**src/rtl/shift_add_pkg.sv**
```systemverilog
// Shared definitions for the shift-add multiplier: FSM encodings, default width
// and the iteration-counter width helper.
package shift_add_pkg;

    localparam int DEFAULT_WIDTH = 4;

    typedef enum logic [1:0] {
        IDLE = 2'd0,
        CALC = 2'd1,
        DONE = 2'd2
    } state_t;

    // Counter must hold 0..WIDTH.
    function automatic int cnt_width(input int width);
        return $clog2(width + 1);
    endfunction

    localparam int DEFAULT_CNT_W = cnt_width(DEFAULT_WIDTH);

endpackage

```
**src/rtl/four_bit_rca.sv**
```systemverilog
// Four-bit ripple-carry adder slice, the building block of the upstream adder stage.
module four_bit_rca (
    input  logic [3:0] A,
    input  logic [3:0] B,
    input  logic       Cin,
    output logic [3:0] S,
    output logic       Cout
);

    logic [4:0] c;

    assign c[0] = Cin;

    for (genvar i = 0; i < 4; i++) begin : g_fa
        assign S[i]   = A[i] ^ B[i] ^ c[i];
        assign c[i+1] = (A[i] & B[i]) | (c[i] & (A[i] ^ B[i]));
    end

    assign Cout = c[4];

endmodule

```
**src/rtl/shift_add_multiplier_rca_chain.sv**
```systemverilog
// WIDTH-bit adder made of WIDTH/4 chained four_bit_rca slices; keeps the adder
// structure out of the multiplier FSM.
module rca_chain #(
    parameter int WIDTH = 4
) (
    input  logic [WIDTH-1:0] A,
    input  logic [WIDTH-1:0] B,
    input  logic             Cin,
    output logic [WIDTH-1:0] S,
    output logic             Cout
);

    localparam int NUM_SLICES = WIDTH / 4;

    logic [NUM_SLICES:0] carry;

    assign carry[0] = Cin;

    for (genvar i = 0; i < NUM_SLICES; i++) begin : g_slice
        four_bit_rca u_rca (
            .A    (A[4*i +: 4]),
            .B    (B[4*i +: 4]),
            .Cin  (carry[i]),
            .S    (S[4*i +: 4]),
            .Cout (carry[i+1])
        );
    end

    assign Cout = carry[NUM_SLICES];

endmodule

```
**src/rtl/shift_add_multiplier.sv**
```systemverilog
// Sequential unsigned WIDTH x WIDTH multiplier, one conditional add and shift per cycle.
// Optional SHIFT_ADD_ZERO_SKIP_EN: zero operands bypass CALC and finish in one cycle.
module shift_add_multiplier
    import shift_add_pkg::*;
#(
    parameter int WIDTH = DEFAULT_WIDTH
) (
    input  logic               clk,
    input  logic               rst,
    input  logic               in_valid,
    output logic               in_ready,
    input  logic [WIDTH-1:0]   A,
    input  logic [WIDTH-1:0]   B,
    output logic               out_valid,
    input  logic               out_ready,
    output logic [2*WIDTH-1:0] P
);

    localparam int CNT_W = cnt_width(WIDTH);

    state_t state, state_n;

    logic [WIDTH:0]     acc_hi;
    logic [WIDTH-1:0]   mcand;
    logic [WIDTH-1:0]   mult;
    logic [CNT_W-1:0]   cnt;
    logic [WIDTH-1:0]   addend;
    logic [WIDTH-1:0]   sum;
    logic               cout;
    logic               accept;
    logic               last;
    logic               skip;
    logic               unused_msb;

    assign accept = in_valid && in_ready;
    assign last   = (cnt == CNT_W'(WIDTH - 1));
    assign addend = mult[0] ? mcand : '0;

`ifdef SHIFT_ADD_ZERO_SKIP_EN
    assign skip = (A == '0) || (B == '0);
`else
    assign skip = 1'b0;
`endif

    // The shift moves the carry down into acc_hi[WIDTH-1], so the top bit is always zero.
    assign unused_msb = acc_hi[WIDTH];

    rca_chain #(
        .WIDTH (WIDTH)
    ) u_rca_chain (
        .A    (acc_hi[WIDTH-1:0]),
        .B    (addend),
        .Cin  (1'b0),
        .S    (sum),
        .Cout (cout)
    );

    always_ff @(posedge clk) begin
        if (rst) state <= IDLE;
        else     state <= state_n;
    end

    always_comb begin
        state_n = state;
        case (state)
            IDLE:    if (accept) state_n = skip ? DONE : CALC;
            CALC:    if (last) state_n = DONE;
            DONE:    if (out_ready) state_n = IDLE;
            default: state_n = IDLE;
        endcase
    end

    always_comb begin
        in_ready  = (state == IDLE);
        out_valid = (state == DONE);
    end

    always_ff @(posedge clk) begin
        if (rst) begin
            acc_hi <= '0;
            mcand  <= '0;
            mult   <= '0;
            cnt    <= '0;
            P      <= '0;
        end else begin
            case (state)
                IDLE: begin
                    if (accept) begin
                        mcand  <= A;
                        mult   <= B;
                        acc_hi <= '0;
                        cnt    <= '0;
                        if (skip) P <= '0;
                    end
                end
                CALC: begin
                    // {acc_hi, mult} <= {cout, sum, mult} >> 1
                    acc_hi <= {1'b0, cout, sum[WIDTH-1:1]};
                    mult   <= {sum[0], mult[WIDTH-1:1]};
                    cnt    <= cnt + CNT_W'(1);
                    if (last) P <= {cout, sum, mult[WIDTH-1:1]};
                end
                default: ;
            endcase
        end
    end

endmodule
```
**config.mk**
```make
export PLATFORM = sky130hd
export DESIGN_NAME = shift_add_multiplier
export DESIGN_NICKNAME = d
export VERILOG_FILES = /design/src/rtl/shift_add_pkg.sv /design/src/rtl/four_bit_rca.sv /design/src/rtl/shift_add_multiplier_rca_chain.sv /design/src/rtl/shift_add_multiplier.sv
export SDC_FILE = /design/constraint.sdc
export NUM_CORES = 1
export LEC_CHECK = 0
export CORE_MARGIN = 4
export CORE_UTILIZATION = 40
export CTS_CLUSTER_DIAMETER = 50
export DETAILED_ROUTE_END_ITERATION = 10
export HOLD_SLACK_MARGIN = 0.06
export PLACE_DENSITY_LB_ADDON = 0.08
export SYNTH_ARGS = -nofsm -noshare
export SYNTH_HDL_FRONTEND = slang
export SYNTH_SLANG_ARGS = --single-unit
```
**constraint.sdc**
```tcl
create_clock -name clk -period 3.09 [get_ports clk]
set_input_delay 0.7725 -clock clk [delete_from_list [all_inputs] [get_ports clk]]
set_output_delay 0.7725 -clock clk [all_outputs]
set_load 0.01 [all_outputs]
```
==> results of run 1 <==
worst paths after layout:
check	startpoint	to	slack [ps]
max reg2reg	mult[0]$_SDFFE_PP0P_	acc_hi[2]$_SDFFE_PP0P_	960
min reg2reg	P[4]$_SDFFE_PP0P_	P[4]$_SDFFE_PP0P_	460
min	P[4]$_SDFFE_PP0P_	P[4]$_SDFFE_PP0P_	460
max	state[0]$_SDFFE_PP0P_	out_valid	520
worst min-delay path: stages (launching register included):
cell	delay, ps
dfxtp_1	330
nand2_1	50
a21oi_1	50
state kept, by name, indices dropped and copies added, names as in the netlist:
register  count
P             8
state         2
cnt           3
mult          4
acc_hi        4
mcand         4
kinds of logic after synthesis:
group	after synthesis	synth area share (%)
AO/OA/AOI/OAI	22	14.0
adder cells (fa/ha/maj)	6	8.70
buffers and inverters	12	6.69
flip-flops	25	44.6
multiplexers	9	8.03
AND/OR/NAND/NOR	41	17.9
cell usage in the layout (no fill, tap or decap), drive strengths merged:
cell type | Yosys | layout
nand3b | 1 | 1
and3b | 1 | 1
ha | 3 | 3
dfxtp | 25 | 25
a2bb2oi | 4 | 4
nand2 | 12 | 12
clkbuf | 3 | 4
or2b | 1 | 1
a22oi | 2 | 2
nor3 | 1 | 1
nor3b | 1 | 1
and2 | 2 | 2
and2b | 2 | 2
mux2i | 9 | 9
inv | 5 | 5
o21ba | 1 | 1
clkdlybuf4s50 | 0 | 21
fa | 3 | 3
nand2b | 1 | 1
nor2 | 19 | 19
a211oi | 8 | 8
a21oi | 6 | 6
o21bai | 1 | 1
layout make-up:
cell class | instances | share of cell area [%]
Inverter | 5 | 1.40
Tap cell | 30 | 2.80
Timing Repair Buffer | 21 | 15.7
Multi-Input combinational cell | 78 | 40.8
Sequential cell | 25 | 37.3
Clock buffer | 4 | 1.96
layer usage:
metal | track usage [%] | share of wire [%]
met1 | 17.6 | 47
met2 | 22.9 | 47
met3 | 3.40 | 4.1
met4 | 5.57 | 1.7
met5 | 0 | 0
report_power, final:
part / total [mW] / internal (mW) / switching (mW)
Combinational: 0.0619 / 0.0352 / 0.0267
Sequential: 0.346 / 0.334 / 0.0116
Clock: 0.148 / 0.0505 / 0.0977
==> impl_results.md, run 1 <==
* Mapped Avg Cell Area at 9.76 µm²
* CP endpoint kind: output pin
* Hold Path Class: reg2reg
* Critical path's top delay family: flip-flops
* Crit path required time at 2320 ps
* Post-layout util at 52.2%
* Register Area at 500 µm²
* Core ar. at 2570 µm²
* DRT iter0 DRCs at 16
* TritonCTS clock tree: yes
* Antenna Cells at 0
* Final worst path period need at 2570 ps
* Crit path DAT at 1800 ps
* Crit-path max cell delay at 710 ps
* # DRC at 0
* Slew @ Worst Pin at 908 ps
* Post-synth top area share at 44.6%
* Post-Place Worst Slack at 875 ps
* Overall power at 556 µW
* Placed Cells at 159
* CP max stage cell: dfxtp_1
* Dpl hpwl at 1620 µm
* CTS root buf: clkbuf_4
* Critical path startpoint category: register
* Final Hold Fails at 0
* PortBufs at 21
* Final ANT Viol Nets at 0
* Synth cell types at 23
* PnR worst setup slack at 522 ps
* First-pass GRT wire length at 3750 µm
* Total Die Area at 3720 µm²
* Filler Cells Inserted at 268
* Net count of the mapped netlist at 133
* Clock Skew at 4.66 ps
* Main area contributors after synthesis: dfxtp_1, mux2i_1, nor2_1
* Post-synth EDFFs at 0
* Multi-input gate area at 547 µm²
* Post-synthesis sequential area ratio at 44.6%
* Peak Freq at 389 MHz
* Final #Nets at 152
* Total clock sinks at 25
* Global route total overflow at 0
* Worst r2r path cells at 8
* Total number of yosys warnings at 0
* Post-CTS Hold Fix Bufs at 0
* Post-Route Setup TNS at 0 ps
* Syn Inst Count at 115
* Worst skew pair latency at 320 ps
* Post-Route WL at 2150 µm
* DIE HEIGHT at 61.0 µm
* RSZ-0062 raised after global routing: false
* Finish-stage setup viols at 0
* Total CTS buffers at 3
* Predominant post-synthesis flop cell: dfxtp_1
* Worst path bufs/invs at 1
* Cell count along the critical path at 2
* Worst-path fanout max at 14
* Largest net degree at the start of global routing at 26
* Slew HR at 39.3%
* Hold Slack at 462 ps
* Critical path class: reg2out
* Die Span X at 61.0 µm
* Post-CTS Setup Inserts at 0
* Pwr per Cell Area at 415 nW/µm²
* GPL Wtd Cong at 0.755
* Cell accounting for the most synthesized area: dfxtp_1
* Vias in the first global route at 838
* Post-CTS resize count at 0
* CTS clk-pin slew, worst paths at 140 ps
* Antenna violations before repair at 0
* Via density at 5.01
* Placed Area at 1310 µm²
* Final period utilization at 83.1%
* Status: complete, no violations
* Leak at 0.483 nW
* # IOs at 22
* CP cell instances: and2b_2 -> clkdlybuf4s50_1
* FFs w/ async S/R, synth at 0%
* Yosys reg bits at 25
* Design Area, Final at 1340 µm²
* Row cnt at 18
* Non-Filler Instances at 163
* Max cap viols at 0
* Mapped cell area at 1120 µm²
* Max-slew violations at 0
* Share of cells above drive strength 1 at 6.02%
* Routed length per instance at 13.2 µm
* Total track usage at 14.0%
* DRT Pass-1 Iters at 4
* Synthesis-to-layout area growth at 19.4%
* Most frequent cells after synthesis: dfxtp_1, nor2_1, nand2_1, mux2i_1, a211oi_1
* Hold Crit Depth at 2
* H-tree lvl count at 1
* Total number of vias at 816
* Longest Clk Path Bufs at 2
* Maximum VDD drop at 0.000274 V
* Cell with the most instances after synthesis: dfxtp_1
* Starting Density at 43.7%
No activity file was read; power rests on OpenSTA's default activity.
==> run 2, diff against run 1 <==
==> constraint.sdc (replaced) <==
create_clock -name clk -period 2.2 [get_ports clk]
set_input_delay 0.55 -clock clk [delete_from_list [all_inputs] [get_ports clk]]
set_output_delay 0.55 -clock clk [all_outputs]
set_load 0.01 [all_outputs]
==> run 2 against run 1 <==
  * Power is 41% higher
  * Register-to-register slack got worse by 830 ps
  * First-iteration DRC count unchanged
  * Die area unchanged
  * Critical path depth grew 6
==> impl_results.md, run 2 (synthesized netlist as in run 1, its figures left out) <==
* Post-layout util at 53.0%
* Total CTS buffers at 3
* Slew @ Worst Pin at 489 ps
* CP max stage cell: fa_1
* DIE HEIGHT at 61.0 µm
* Finish-stage setup viols at 0
* # DRC at 0
* Worst r2r path cells at 8
* Synthesis-to-layout area growth at 21.2%
* First-pass GRT wire length at 3550 µm
* Final Hold Fails at 0
* Maximum VDD drop at 0.000326 V
* Clock Skew at 7.31 ps
* Critical path class: reg2reg
* Worst setup path start: mult[0]$_SDFFE_PP0P_
* Max reg flops at 8
* TritonCTS clock tree: yes
* Peak Freq at 483 MHz
* Largest register by flop count: P
* Vias in the first global route at 796
* Worst-path fanout max at 5
* Routed length per instance at 12.7 µm
* Via density at 4.92
* Max-slew violations at 0
* Max cap viols at 0
* GPL Wtd Cong at 0.709
* Multi-input gate area at 547 µm²
* Placed Cells at 161
* Post-Route Setup TNS at 0 ps
* Dpl hpwl at 1620 µm
* Worst skew pair latency at 310 ps
* CTS clk-pin slew, worst paths at 140 ps
* Core ar. at 2570 µm²
* Post-CTS Hold Fix Bufs at 0
* Final worst path period need at 2070 ps
* Pwr per Cell Area at 574 nW/µm²
* RSZ-0062 raised after global routing: false
* Slew HR at 67.3%
* Leak at 0.492 nW
* R2r startpoint: mult[0]$_SDFFE_PP0P_
* Status: complete, no violations
* Starting Density at 43.7%
* Critical path startpoint category: register
* Crit path DAT at 2290 ps
* Most frequent cells in the layout: dfxtp_1, clkdlybuf4s50_1, nor2_1
* Total clock sinks at 25
* Non-Filler Instances at 165
* CP cell instances: and2_1 -> ha_1 -> fa_1 -> inv_1 -> fa_1 -> fa_1 -> a2bb2oi_1 -> nor2_1
* DRT iter0 DRCs at 16
* Hold Crit Depth at 2
* Post-Place Worst Slack at 118 ps
* DRT Pass-1 Iters at 4
* Crit-path max cell delay at 510 ps
* Total Die Area at 3720 µm²
* Longest Clk Path Bufs at 2
* H-tree lvl count at 1
* Final ANT Viol Nets at 0
* Post-Route WL at 2090 µm
* PortBufs at 21
* Hold Path Class: reg2reg
* Final #Nets at 154
* Hold Slack at 465 ps
* Antenna violations before repair at 0
* Die Span X at 61.0 µm
* Crit-path most repeated cell: fa_1
* Antenna Cells at 0
* Share of cells above drive strength 1 at 8.89%
* Row cnt at 18
* Register Area at 502 µm²
* Commonest non-fill, non-tap cell in the layout: dfxtp_1
* Crit path required time at 2420 ps
* Largest net degree at the start of global routing at 26
* CP endpoint kind: register
* Filler Cells Inserted at 251
* Total track usage at 12.9%
* Hold wc startpoint: P[4]$_SDFFE_PP0P_
* Total number of vias at 811
* Global route total overflow at 0
* PnR worst setup slack at 129 ps
* Final period utilization at 94.2%
* CTS root buf: clkbuf_4
* # IOs at 22
-- run 2: changes by cell type in the layout (fill, tap and decap cells not counted) --
cell	delta
buf_4	+2
clkbuf_1	-1
clkinvlp_4	+1
dfxtp_1	-1
dfxtp_2	+1
-- run 2: critical path: cells and delay by family (launching register included) --
kind | cells | cell delay, ps
adders and majority gates | 4 | 1190
buffers and inverters | 1 | 50
DFF | 1 | 400
AOI/OAI and AO/OA | 1 | 160
and+or+nand+nor | 2 | 200
-- run 2: path summary, 6_finish.rpt --
check	slack (ps)	to
setup / recovery	130	acc_hi[2]$_SDFFE_PP0P_
hold / removal	460	P[4]$_SDFFE_PP0P_
setup reg to reg	130	acc_hi[2]$_SDFFE_PP0P_
hold reg to reg	460	P[4]$_SDFFE_PP0P_
-- run 2: what timing repair did --
action,4_1_cts,5_1_grt
gates resized for setup,0,1
setup buffers,0,0
setup endpoints to repair,0,1
-- run 2: area by class of cell --
cell class	count	share of cell area, %
sequential	25	36.9
inverter	5	1.38
tap	30	2.76
multi-input combinational	78	40.2
clock inverter	1	0.552
timing repair buffer	23	16.6
clock buffer	3	1.66
-- run 2: metal layers --
metal	wire length, µm	global-route usage (%)	part of all wire [%]	vias up
met5	0	0	0	-
li1	-	-	-	427
met4	10	3.72	0.48	0
met3	81	2.13	3.9	2
met1	1000	16.9	48	368
met2	998	21.8	48	14
-- run 2: where the power goes --
group	total, mW	internal, mW	switching [mW]
Clock	0.205	0.0692	0.136
Combinational	0.0959	0.0519	0.0440
Sequential	0.480	0.469	0.0107
Total	0.781	0.590	0.191
-- run 2: through the flow --
stage                     power, mW  area, µm²
after floorplan               0.552       1120
after global placement        0.584       1330
after detailed placement      0.586       1330
after CTS                     0.792       1360
after global routing          0.827       1360
final                         0.781       1360
==> run 3, diff against run 2 <==
--- a/config.mk
+++ b/config.mk
@@ -6,7 +6,7 @@
 export NUM_CORES = 1
 export LEC_CHECK = 0
 export CORE_MARGIN = 4
-export CORE_UTILIZATION = 40
+export CORE_UTILIZATION = 45
 export CTS_CLUSTER_DIAMETER = 50
 export DETAILED_ROUTE_END_ITERATION = 10
 export HOLD_SLACK_MARGIN = 0.06
==> run 3 against run 2 <==
  * Maximum frequency grew 0.57%
  * Clock skew is essentially flat
  * Routed wire length shrank 0.38%
  * Power shrank 0.58%
  * Utilization grew 6.1 points
==> impl_results.md, run 3 (synthesized netlist as in run 1, its figures left out) <==
* Core ar. at 2300 µm²
* Row cnt at 17
* Total Die Area at 3360 µm²
* Peak Freq at 485 MHz
* # IOs at 22
* Post-layout util at 59.0%
* Worst reg-to-reg setup slack at 140 ps
* Worst r2r path cells at 8
* Filler Cells Inserted at 224
* Sw frac at 24.1%
* Final period utilization at 93.6%
* Crit-path most repeated cell: fa_1
* Total number of vias at 831
* Worst path bufs/invs at 1
* Longest Clk Path Bufs at 2
* Max-slew violations at 0
* RR Endpoint: acc_hi[2]$_SDFFE_PP0P_
* Crit path DAT at 2270 ps
* Leak at 0.496 nW
* Total clock sinks at 25
* Post-Route WL at 2080 µm
* Dpl hpwl at 1570 µm
* DRT Pass-1 Iters at 4
* Max reg flops at 8
* Critical path startpoint category: register
* Worst-path fanout max at 5
* Final ANT Viol Nets at 0
* First-pass GRT wire length at 3580 µm
* Largest register by flop count: P
* RSZ-0062 raised after global routing: false
* CP endpoint kind: register
* Worst setup path start: mult[0]$_SDFFE_PP0P_
* Hold Path Class: reg2reg
* Status: complete, no violations
* Slew @ Worst Pin at 429 ps
* Vias in the first global route at 850
* Clock Skew at 7.19 ps
* Total CTS buffers at 3
* Hold Crit Depth at 2
* Crit-path max cell delay at 510 ps
* Final #Nets at 154
* # DRC at 0
* CTS root buf: clkbuf_4
* Part of the power in registers at 61.9%
* Via density at 5.10
* CP max stage cell: fa_1
* Worst Hold End: P[1]$_SDFFE_PP0P_
* Starting Density at 48.9%
* Clk pwr share at 25.9%
* Antenna violations before repair at 0
* TritonCTS clock tree: yes
* Global route total overflow at 0
* Antenna Cells at 0
* Slew HR at 71.4%
* Crit path required time at 2410 ps
* Post-CTS Setup Inserts at 0
* Final worst path period need at 2060 ps
* GPL Wtd Cong at 0.729
* Critical path's top delay family: adder cells
* Critical path class: reg2reg
* Most frequent cells in the layout: dfxtp_1, clkdlybuf4s50_1, nor2_1
* Maximum VDD drop at 0.000437 V
* Combinational power share at 12.2%
* R2r startpoint: mult[0]$_SDFFE_PP0P_
* Max cap viols at 0
* DIE HEIGHT at 57.9 µm
* Largest net degree at the start of global routing at 26
* Worst skew pair latency at 310 ps
* Hold wc startpoint: P[1]$_SDFFE_PP0P_
* CTS clk-pin slew, worst paths at 140 ps
* Pwr per Cell Area at 572 nW/µm²
* Share of cells above drive strength 1 at 9.63%
* CP cell instances: and2_1 -> ha_1 -> fa_1 -> inv_1 -> fa_1 -> fa_1 -> a2bb2oi_1 -> nor2_1
* Psw at 187 µW
* Finish-stage setup viols at 0
* Int Pwr at 589 µW
* DRT iter0 DRCs at 11
* Synthesis-to-layout area growth at 20.8%
* Routed length per instance at 12.8 µm
* H-tree lvl count at 1
* Die Span X at 57.9 µm
* Post-Route Setup TNS at 0 ps
* PortBufs at 21
* Final Hold Fails at 0
* Total track usage at 13.6%
* Commonest non-fill, non-tap cell in the layout: dfxtp_1
-- run 3: timing repair --
item	CTS	global route
gates resized for setup	0	2
hold buffers	0	0
endpoints found under the setup margin	0	2
-- run 3: how the worst max path moves through the flow --
stage	slack (ps)	endpoint	cells past startpoint
after global placement	170	acc_hi[2]$_SDFFE_PP0P_	8
after floorplan	210	acc_hi[2]$_SDFFE_PP0P_	8
after detailed placement	120	acc_hi[2]$_SDFFE_PP0P_	8
after CTS	50	out_valid	2
after global routing	40	acc_hi[2]$_SDFFE_PP0P_	8
final	140	acc_hi[2]$_SDFFE_PP0P_	8
-- run 3: worst reg2reg max path: cells and delay by family (launching register included) --
| family | cells | cell delay [ps] |
|---|---|---|
| DFF | 1 | 370 |
| adders and majority gates | 4 | 1200 |
| and+or+nand+nor | 2 | 180 |
| buffers and inverters | 1 | 50 |
| AOI/OAI and AO/OA | 1 | 170 |
-- run 3: layout make-up --
cell class | instances | area [µm²] | share of cell area, %
clock buffers | 3 | 22.5 | 1.66
flip-flops and latches | 25 | 503 | 37.1
clock inverters | 1 | 5.00 | 0.369
repair buffers | 23 | 225 | 16.6
multi-input cells | 78 | 547 | 40.3
well taps | 28 | 35.0 | 2.58
inverters | 5 | 18.8 | 1.38
-- run 3: per-layer routing --
metal  vias up  share of wire, %  global-route usage, %
met3         2               4.9                   2.67
met4         0              0.82                   4.97
met5         -                 0                      0
met2        13                50                   24.4
li1        427                 -                      -
met1       389                44                   15.8
-- run 3: power by group through the flow --
stage,registers (mW),logic [mW],clock network [mW]
after floorplan,0.488,0.0638,0
after global placement,0.489,0.0943,0
after detailed placement,0.490,0.0957,0
after CTS,0.480,0.0959,0.213
after global routing,0.484,0.104,0.240
final,0.480,0.0947,0.201
-- run 3: through the flow --
step	setup slack [ps]	hold slack [ps]	cell area [µm²]	power (mW)	instances
floorplan	207	444	1120	0.552	115
global placement	175	447	1330	0.583	159
detailed placement	120	452	1330	0.586	159
CTS	51.5	470	1350	0.789	163
global route	38.1	493	1360	0.828	163
finish	140	465	1360	0.776	163
